`src/rtl/rc5_pkg.sv`:
```
// Shared RC5 key-schedule definitions: default geometry, magic constants and
// the key-mixer state encoding.
package rc5_pkg;

  localparam int W    = 32;
  localparam int T    = 26;
  localparam int C    = 4;
  localparam int LGW  = $clog2(W);
  localparam int ITER = 3 * ((T > C) ? T : C);

  localparam logic [31:0] P32 = 32'hB7E15163;
  localparam logic [31:0] Q32 = 32'h9E3779B9;

  typedef enum logic [1:0] {
    IDLE = 2'd0,
    INIT = 2'd1,
    MIX  = 2'd2,
    DONE = 2'd3
  } state_t;

endpackage

```
`src/rtl/rc5_key_mixer_if.sv`:
```
// Key-load request, status and S-table read port of the RC5 key mixer.
interface rc5_key_mixer_if #(
  parameter int W = rc5_pkg::W
);

  logic         start;
  logic [W-1:0] pW;
  logic [W-1:0] qW;
  logic [W-1:0] l0;
  logic [W-1:0] l1;
  logic [W-1:0] l2;
  logic [W-1:0] l3;
  logic         busy;
  logic         done;
  logic [4:0]   s_addr;
  logic [W-1:0] s_data;

  modport master (
    output start, pW, qW, l0, l1, l2, l3, s_addr,
    input  busy, done, s_data
  );

  modport slave (
    input  start, pW, qW, l0, l1, l2, l3, s_addr,
    output busy, done, s_data
  );

endinterface

```
`src/rtl/rc5_rotl.sv`:
```
// Combinational W-bit rotate-left by a variable amount; shared with the
// decrypt datapath.
module rc5_rotl #(
  parameter int W   = 32,
  parameter int LGW = $clog2(W)
) (
  input  logic [W-1:0]   i_data,
  input  logic [LGW-1:0] i_amt,
  output logic [W-1:0]   o_data
);

  logic [2*W-1:0] w_dbl;

  // Shifting a doubled word makes the upper half the rotated result, amount 0 included.
  assign w_dbl  = {i_data, i_data} << i_amt;
  assign o_data = w_dbl[2*W-1:W];

endmodule

```
`src/rtl/rc5_key_mixer.sv`:
```
// RC5 key expansion: fills S from P/Q, mixes it with the key words L, and
// serves S through a registered read port.
module rc5_key_mixer
  import rc5_pkg::*;
(
  input  logic          clk,
  input  logic          rst,
  rc5_key_mixer_if.slave bus
);

  localparam int IW = $clog2(T);
  localparam int JW = $clog2(C);
  localparam int SW = $clog2(ITER);
  localparam logic [IW-1:0] LAST_I    = IW'(T - 1);
  localparam logic [SW-1:0] LAST_STEP = SW'(ITER - 1);

  state_t         r_state;
  state_t         w_nextState;
  logic [W-1:0]   r_s [T];
  logic [W-1:0]   r_l [C];
  logic [W-1:0]   r_a;
  logic [W-1:0]   r_b;
  logic [W-1:0]   r_acc;
  logic [W-1:0]   r_q;
  logic [IW-1:0]  r_i;
  logic [JW-1:0]  r_j;
  logic [SW-1:0]  r_step;
  logic           r_busy;
  logic           r_done;
  logic [W-1:0]   r_sData;

  logic [W-1:0]   w_aSum;
  logic [W-1:0]   w_aNew;
  logic [W-1:0]   w_ab;
  logic [W-1:0]   w_bSum;
  logic [W-1:0]   w_bNew;
  logic [W-1:0]   w_lIn [4];

  assign w_lIn[0] = bus.l0;
  assign w_lIn[1] = bus.l1;
  assign w_lIn[2] = bus.l2;
  assign w_lIn[3] = bus.l3;

  assign w_aSum = r_s[r_i] + r_a + r_b;
  assign w_ab   = w_aNew + r_b;
  assign w_bSum = r_l[r_j] + w_ab;

  rc5_rotl #(.W(W), .LGW(LGW)) u_rotlA (
    .i_data (w_aSum),
    .i_amt  (LGW'(3)),
    .o_data (w_aNew)
  );

  rc5_rotl #(.W(W), .LGW(LGW)) u_rotlB (
    .i_data (w_bSum),
    .i_amt  (w_ab[LGW-1:0]),
    .o_data (w_bNew)
  );

  always_comb begin
    w_nextState = r_state;
    case (r_state)
      IDLE:    if (bus.start) w_nextState = INIT;
      INIT:    if (r_i == LAST_I) w_nextState = MIX;
      MIX:     if (r_step == LAST_STEP) w_nextState = DONE;
      DONE:    w_nextState = IDLE;
      default: w_nextState = IDLE;
    endcase
  end

  always_ff @(posedge clk) begin
    if (!rst) begin
      r_state <= IDLE;
      for (int k = 0; k < T; k++) r_s[k] <= '0;
      for (int k = 0; k < C; k++) r_l[k] <= '0;
      r_a     <= '0;
      r_b     <= '0;
      r_acc   <= '0;
      r_q     <= '0;
      r_i     <= '0;
      r_j     <= '0;
      r_step  <= '0;
      r_busy  <= 1'b0;
      r_done  <= 1'b0;
      r_sData <= '0;
    end else begin
      r_state <= w_nextState;
      r_busy  <= (w_nextState != IDLE);
      r_done  <= (r_state == DONE);
      // Out-of-range addresses read as zero rather than aliasing into S.
      r_sData <= (bus.s_addr <= LAST_I) ? r_s[bus.s_addr] : '0;
      case (r_state)
        IDLE: begin
          if (bus.start) begin
            r_acc <= bus.pW;
            r_q   <= bus.qW;
            for (int k = 0; k < C; k++) r_l[k] <= w_lIn[k];
            r_i   <= '0;
          end
        end
        INIT: begin
          r_s[r_i] <= r_acc;
          r_acc    <= r_acc + r_q;
          if (r_i == LAST_I) begin
            r_i    <= '0;
            r_j    <= '0;
            r_a    <= '0;
            r_b    <= '0;
            r_step <= '0;
          end else begin
            r_i <= r_i + 1'b1;
          end
        end
        MIX: begin
          r_s[r_i] <= w_aNew;
          r_l[r_j] <= w_bNew;
          r_a      <= w_aNew;
          r_b      <= w_bNew;
          r_i      <= (r_i == LAST_I) ? '0 : r_i + 1'b1;
          r_j      <= r_j + 1'b1;
          r_step   <= r_step + 1'b1;
        end
        default: ;
      endcase
    end
  end

  assign bus.busy   = r_busy;
  assign bus.done   = r_done;
  assign bus.s_data = r_sData;

endmodule

```
`src/flat_wrapper.sv`:
```
// flat-port wrapper written by rule: the top's interface ports become plain ports
module rc5_key_mixer_flat import rc5_pkg::*;
  (clk, rst, bus_start, bus_pW, bus_qW, bus_l0, bus_l1, bus_l2, bus_l3, bus_s_addr, bus_busy, bus_done, bus_s_data);
  rc5_key_mixer_if #(.W(32)) bus_i ();
  input  logic clk;
  input  logic rst;
  input wire logic [$bits(bus_i.start)-1:0] bus_start;
  input wire logic [$bits(bus_i.pW)-1:0] bus_pW;
  input wire logic [$bits(bus_i.qW)-1:0] bus_qW;
  input wire logic [$bits(bus_i.l0)-1:0] bus_l0;
  input wire logic [$bits(bus_i.l1)-1:0] bus_l1;
  input wire logic [$bits(bus_i.l2)-1:0] bus_l2;
  input wire logic [$bits(bus_i.l3)-1:0] bus_l3;
  input wire logic [$bits(bus_i.s_addr)-1:0] bus_s_addr;
  output wire logic [$bits(bus_i.busy)-1:0] bus_busy;
  output wire logic [$bits(bus_i.done)-1:0] bus_done;
  output wire logic [$bits(bus_i.s_data)-1:0] bus_s_data;
  assign bus_i.start = bus_start;
  assign bus_i.pW = bus_pW;
  assign bus_i.qW = bus_qW;
  assign bus_i.l0 = bus_l0;
  assign bus_i.l1 = bus_l1;
  assign bus_i.l2 = bus_l2;
  assign bus_i.l3 = bus_l3;
  assign bus_i.s_addr = bus_s_addr;
  assign bus_busy = bus_i.busy;
  assign bus_done = bus_i.done;
  assign bus_s_data = bus_i.s_data;
  rc5_key_mixer u_core (.clk(clk), .rst(rst), .bus(bus_i));
endmodule
```
`config.mk`:
```
export PLATFORM = sky130hd
export DESIGN_NAME = rc5_key_mixer_flat
export DESIGN_NICKNAME = d
export VERILOG_FILES = /design/src/rtl/rc5_pkg.sv /design/src/rtl/rc5_key_mixer_if.sv /design/src/rtl/rc5_rotl.sv /design/src/rtl/rc5_key_mixer.sv /design/src/flat_wrapper.sv
export SDC_FILE = /design/constraint.sdc
export NUM_CORES = 2
export LEC_CHECK = 0
export ABC_CLOCK_PERIOD_IN_PS = 11850
export CORE_MARGIN = 2
export CORE_UTILIZATION = 40
export CTS_BUF_LIST = sky130_fd_sc_hd__clkbuf_4 sky130_fd_sc_hd__clkbuf_8 sky130_fd_sc_hd__clkbuf_16
export DETAILED_ROUTE_END_ITERATION = 8
export DONT_BUFFER_PORTS = 1
export PLACE_DENSITY = 0.59
export SETUP_SLACK_MARGIN = 0.05
export SLEW_MARGIN = 15
export SYNTH_ARGS = -nofsm -noshare
export SYNTH_HDL_FRONTEND = slang
export SYNTH_SLANG_ARGS = --single-unit
export TNS_END_PERCENT = 1
```
`constraint.sdc`:
```
create_clock -name clk -period 11.85 [get_ports clk]
set_clock_uncertainty 0.05 [all_clocks]
set_input_delay 1.7775 -clock clk [delete_from_list [all_inputs] [get_ports clk]]
set_output_delay 1.7775 -clock clk [all_outputs]
set_load 0.02 [all_outputs]
```
## After elaboration in Yosys (flattened, before gate mapping)

Memories as Yosys holds them, arrays and structs flattened. A register that Yosys moved wholly into a read port is not among the register bits.
Cells that the tools add are included.

- Input port bits: 200
- Register bits after elaboration: 146
- Memories kept: 2
- RAM bits: 960
- Word-level logic and storage cells: 90
- Output and inout port bits: 34

- Shifts and indexed selects: 1
- Add/sub/neg operators: 8
- Muxes and demuxes: 42
- Bitwise operators: 5
- Reductions and logical operators: 14
- $lt $le $gt $ge: 1
- Equal/unequal tests: 7

Memories:

| name | words | width | read ports | clocked after memory_dff | wr ports | line | text |
|---|---|---|---|---|---|---|---|
| u_core.r_s | 26 | 32 | 2 | 2 | 26 | rc5_key_mixer.sv:19 | `logic [W-1:0] r_s [T];` |
| u_core.r_l | 4 | 32 | 1 | 1 | 4 | rc5_key_mixer.sv:20 | `logic [W-1:0] r_l [C];` |

Operators by type and width:

| operator | count |
|---|---|
| two-way mux 32 bit | 9 |
| case mux 32 bit (2 select lines) | 3 |
| adder 32 bit | 5 |
| OR reduction 32 bit | 2 |
| << shifter 64 x 5 -> 64 bit | 1 |
| two-way mux 5 bit | 5 |
| two-way mux 2 bit | 7 |
| case mux 7 bit (2 select lines) | 1 |
| two-way mux 1 bit | 13 |
| case mux 5 bit (2 select lines) | 1 |
| AND reduction 2 bit | 5 |
| case mux 2 bit (4 select lines) | 1 |
| nonzero test 2 bit | 4 |
| adder 7 x 1 -> 7 bit, second input constant | 1 |
| equality test 7 bit, second input constant | 1 |
| two-way mux 7 bit | 1 |
| adder 5 x 1 -> 5 bit, second input constant | 1 |
| equality test 5 bit, second input constant | 1 |
| <= comparator 5 bit, second input constant | 1 |
| bitwise OR 1 bit | 5 |
| equality test 2 bit, second input constant | 2 |
| case mux 2 bit (2 select lines) | 1 |
| adder 2 x 1 -> 2 bit, second input constant | 1 |
| equality test 2 x 1 -> 1 bit, second input constant | 1 |
| 5 further kinds | 5 |

## Depth between registers and ports, before layout

- Depth in word-level cells: 7
- Depth in mapped cells: 46
- Gate-level depth less buffers: 41

## By module

A second synthesis with hierarchy kept.

- Cells, all modules: 5304
- Area total of the unflattened synthesis: 74091.1 um^2

By module, submodules not included:

| module | cells each | seq. area each (um^2) | times used | area an instance (um^2) |
|---|---|---|---|---|
| rc5_key_mixer | 5072 | 38296.7 | 1 | 69987.1 |
| rc5_rotl | 116 | 0.0 | 2 | 2052.0 |

## Least setup slack after synthesis

OpenSTA, ideal clock, no wires.

- Path kind: flip-flop to flip-flop
- From: register with a tool-made name
- To: memory u_core.r_l[1][22], data pin
- Period minus slack after synthesis: 12313 ps
- Required time: 11544 ps
- Library setup time: 256 ps
- Path buffers: 5
- Arrival: 12006 ps
- Stages on the path, launching flop included: 46
- Slack: -463 ps
- Path through: dfxtp_1 > clkbuf_1 > clkbuf_1 > clkbuf_1 > buf_1 > mux4_2 > mux4_2 > mux2_2 > fa_1 > ha_1 > fa_1 > a21o_1 > a21oi_1 > o21bai_1 > a221oi_1 > o21ai_0 > a211oi_1 > o31ai_1 > (+10 left out) > a221oi_1 > o21ai_0 > a311oi_1 > o21ai_0 > xor2_1 > ha_1 > buf_1 > nand2_1 > nor2_1 > nand4_1 > nor3_2 > nor4_1 > o21bai_1 > xor3_1 > o311ai_0 > o211a_1 > a21oi_1 > a22o_1

RTL lines:

| what | line |
|---|---|
| end, declared | rc5_key_mixer.sv:20 |

==> flow_metrics.tcl <==
set metrics [dict create \
    end_kind "flip-flop" \
    max_freq_ghz 0.0879 \
    die_height_um 432 \
    drt_wl_total_um 267000 \
    start_util_pct 40.2 \
    antenna_found_initial 18 \
    finalSetupViolCount 0 \
    synthAdderAreaFrac_pct 3.31 \
    ff2ff_setup_slack_ps 470 \
    powerDensity_mw_per_mm2 148 \
    cts_sinks 1337 \
    p_switching_mw 3.46 \
    clk_pin_slew_ps 60 \
    ys.flop_type "edfxtp_1" \
    synth_top_family_by_area "multiplexers" \
    core-area_mm2 0.183 \
    ys_seq_area_share_pct 52.1 \
    final_net_count 6092 \
    cts-root-buf "clkbuf_16" \
    clkPwrFrac_pct 38.0 \
    vias_per_cell 6.46 \
    cp_slowest_stage_delay_ps 550 \
    avgSynthCellArea_um2 12.9 \
    ys_ff_latch 1337 \
    required_ps 12300 \
    slew_headroom_pct 17.1 \
    areaGrowthSynthToFinish_pct 13.1 \
    status "finished, final reports clean" \
    min_path_type "reg2reg" \
    synth_edf_count 1152 \
    intPower_mw 8.84 \
    drive_gt1_share_pct 23.6 \
    rows 157 \
    place_hpwl_um 167000 \
    fill_cells 16200 \
    tightest_slew_ps 1240 \
    start_kind "flip-flop" \
    grt_max_degree 321 \
    fin_hold_ws_ps 432 \
    seqPwrFrac_pct 44.1 \
    yosysUniqueCellTypes 99 \
    combPwrFrac_pct 17.8 \
    ir_drop_v 0.000128 \
    final_cell_mix "edfxtp_1, nor2_1, mux4_2, buf_4, a21oi_1" \
    yosys.area_share.simple_pct 9.56 \
    slew_viol_final 0 \
    swShare_pct 28.1 \
    track_usage_pct 28.1 \
    syn_area_mm2 0.0734 \
    antenna_left 0 \
    synth-async-reset-ratio_pct 0 \
    fin_cells 8240 \
    cp_num_buf_inv 8 \
    clk_path_buf_depth 3 \
    vias 53200 \
    synthXorXnorAreaFrac_pct 1.26 \
    yosysWarnings 0 \
    maxCapViolations 0 \
    crit_family "compound AO/OA/AOI/OAI gates" \
    cpMostUsedCell "buf_4" \
    layout_commonest_cell "edfxtp_1" \
    slowest_stage "xor3_2" \
    io_buffers 0 \
    min_period_ps 11380 \
    drt_pass1_iterations 6 \
    p_leak_nw 29.4 \
    clk_latency_ps 830 \
    detail_route.iter0.violations 7421 \
    grt_remaining_overflow 0 \
    rsz0062_at_grt "true" \
    crit_type "reg2reg" \
    critPathMaxFanout 8 \
    wl_per_cell_um 32.4 \
    grt_pass1_vias 52000 \
    htree_levels 4 \
    power_mw 12.3 \
    synth.net_count 6080 \
    grt_first_pass_wirelength_um 377000 \
    fin_crit_sh_pct 96.0 \
    cp.arrival_ps 11830 \
    routabilityCongestion 0.980 \
    dp_cells 7929 \
    synthMuxAreaShare_pct 21.3 \
    die_area_mm2 0.187 \
    cts_made_buffers 147 \
    cts_tree "yes" \
    die_w_um 432 \
    netlist_instances 5707 \
    remaining_drc_errors 0 \
    pin_count 234 \
    synth_compound_area_share_pct 9.33 \
    hold_viol_final 0 \
]
-- Yosys cell counts, types with 72 or more instances --
master    count  area, µm²
a21oi_1     228       1140
a22o_1      130       1140
buf_1        73        274
clkbuf_1    380       1430
dfxtp_1     185       3700
edfxtp_1   1152      34600
ha_1        138       1730
inv_1       137        514
mux2i_1     207       2070
mux4_2      586      13200
nand2_1     248        931
nand3_1      76        380
nor2_1     1081       4060
nor3_1       84        420
o21ai_0     198        991
xnor2_1      72        631
-- cell families (layout without fill, tap and decap cells) --
kind of cell | count (synthesis) | after routing
buf+inv | 603 | 733
simple gates | 1669 | 1669
other cells | 0 | 18
mux | 823 | 823
compound gates | 1000 | 1000
flops | 1337 | 1337
xor+xnor | 102 | 102
fa+ha+maj | 173 | 173
-- power by group through the flow --
stage	clock network, mW	logic [mW]	registers (mW)
final	4.68	2.19	5.43
after global routing	4.91	2.32	5.44
after CTS	4.73	2.12	5.43
after detailed placement	0	2.10	5.53
after global placement	0	2.09	5.52
after floorplan	0	1.37	5.47
-- metal layers --
layer | share of wire (%) | up-vias | global-route usage, %
li1 | - | 22000 | -
met1 | 37 | 27200 | 35.9
met2 | 47 | 3308 | 44.8
met3 | 11 | 632 | 6.48
met4 | 5.6 | 8 | 14.4
met5 | 0.023 | - | 0
-- timing repair --
item | CTS | global route
hold buffers | 0 | 0
pin swaps | 2 | 18
buffers inserted | 3 | 18
setup endpoints to repair | 53 | 160
resized for setup | 5 | 67
cloned | 0 | 5
-- area by class of cell --
type,instances,area (µm²),share of cell area [%]
multi-input combinational,3767,33500,40.3
antenna,18,45.0,0.0542
sequential,1337,38300,46.1
inverter,137,514,0.619
clock buffer,197,4110,4.95
timing repair buffer,329,2810,3.38
clock inverter,70,811,0.976
tap,2385,2980,3.59
-- path summary, 6_finish.rpt --
check | cells after the start | to | from
worst max-delay path | 45 | u_core.r_l[0][14] | flip-flop
worst min register to register | 1 | u_core.r_a[23] | u_core.r_a[23]
worst min-delay path | 1 | u_core.r_a[23] | u_core.r_a[23]
worst max register to register | 45 | u_core.r_l[0][14] | flip-flop
-- registers in the layout, indices dropped and copies added (netlist names), 5 cells and up, named ones only --
signal / cells
u_core.r_b: 32
u_core.r_a: 32
u_core.r_q: 32
u_core.bus.s_data: 32
u_core.r_s: 1024
u_core.r_l: 128
u_core.r_i: 5
u_core.r_step: 7
u_core.r_acc: 32
-- worst reg2reg max path, delay by kind of cell, from the launching register on --
kind | cells | cell delay [ps]
AO/OA/AOI/OAI | 20 | 4210
XOR/XNOR | 3 | 950
adder cells (fa/ha/maj) | 4 | 1600
buffers and inverters | 8 | 1350
flip-flops | 1 | 400
multiplexers | 4 | 1660
AND/OR/NAND/NOR | 6 | 830
-- per-stage QoR --
stage          utilization [%]  setup WS (ps)  TNS [ps]  area, µm²
6_report                  45.5            472         0      83100
5_1_grt                   45.5          -26.7     -49.5      83100
4_1_cts                   45.1           34.1         0      82400
2_1_floorplan                -            123         0      73500
3_5_place_dp              42.4           -152      -848      77500
3_3_place_gp              42.4           -195      -947      77500
Power figures use the tool's default switching activity.
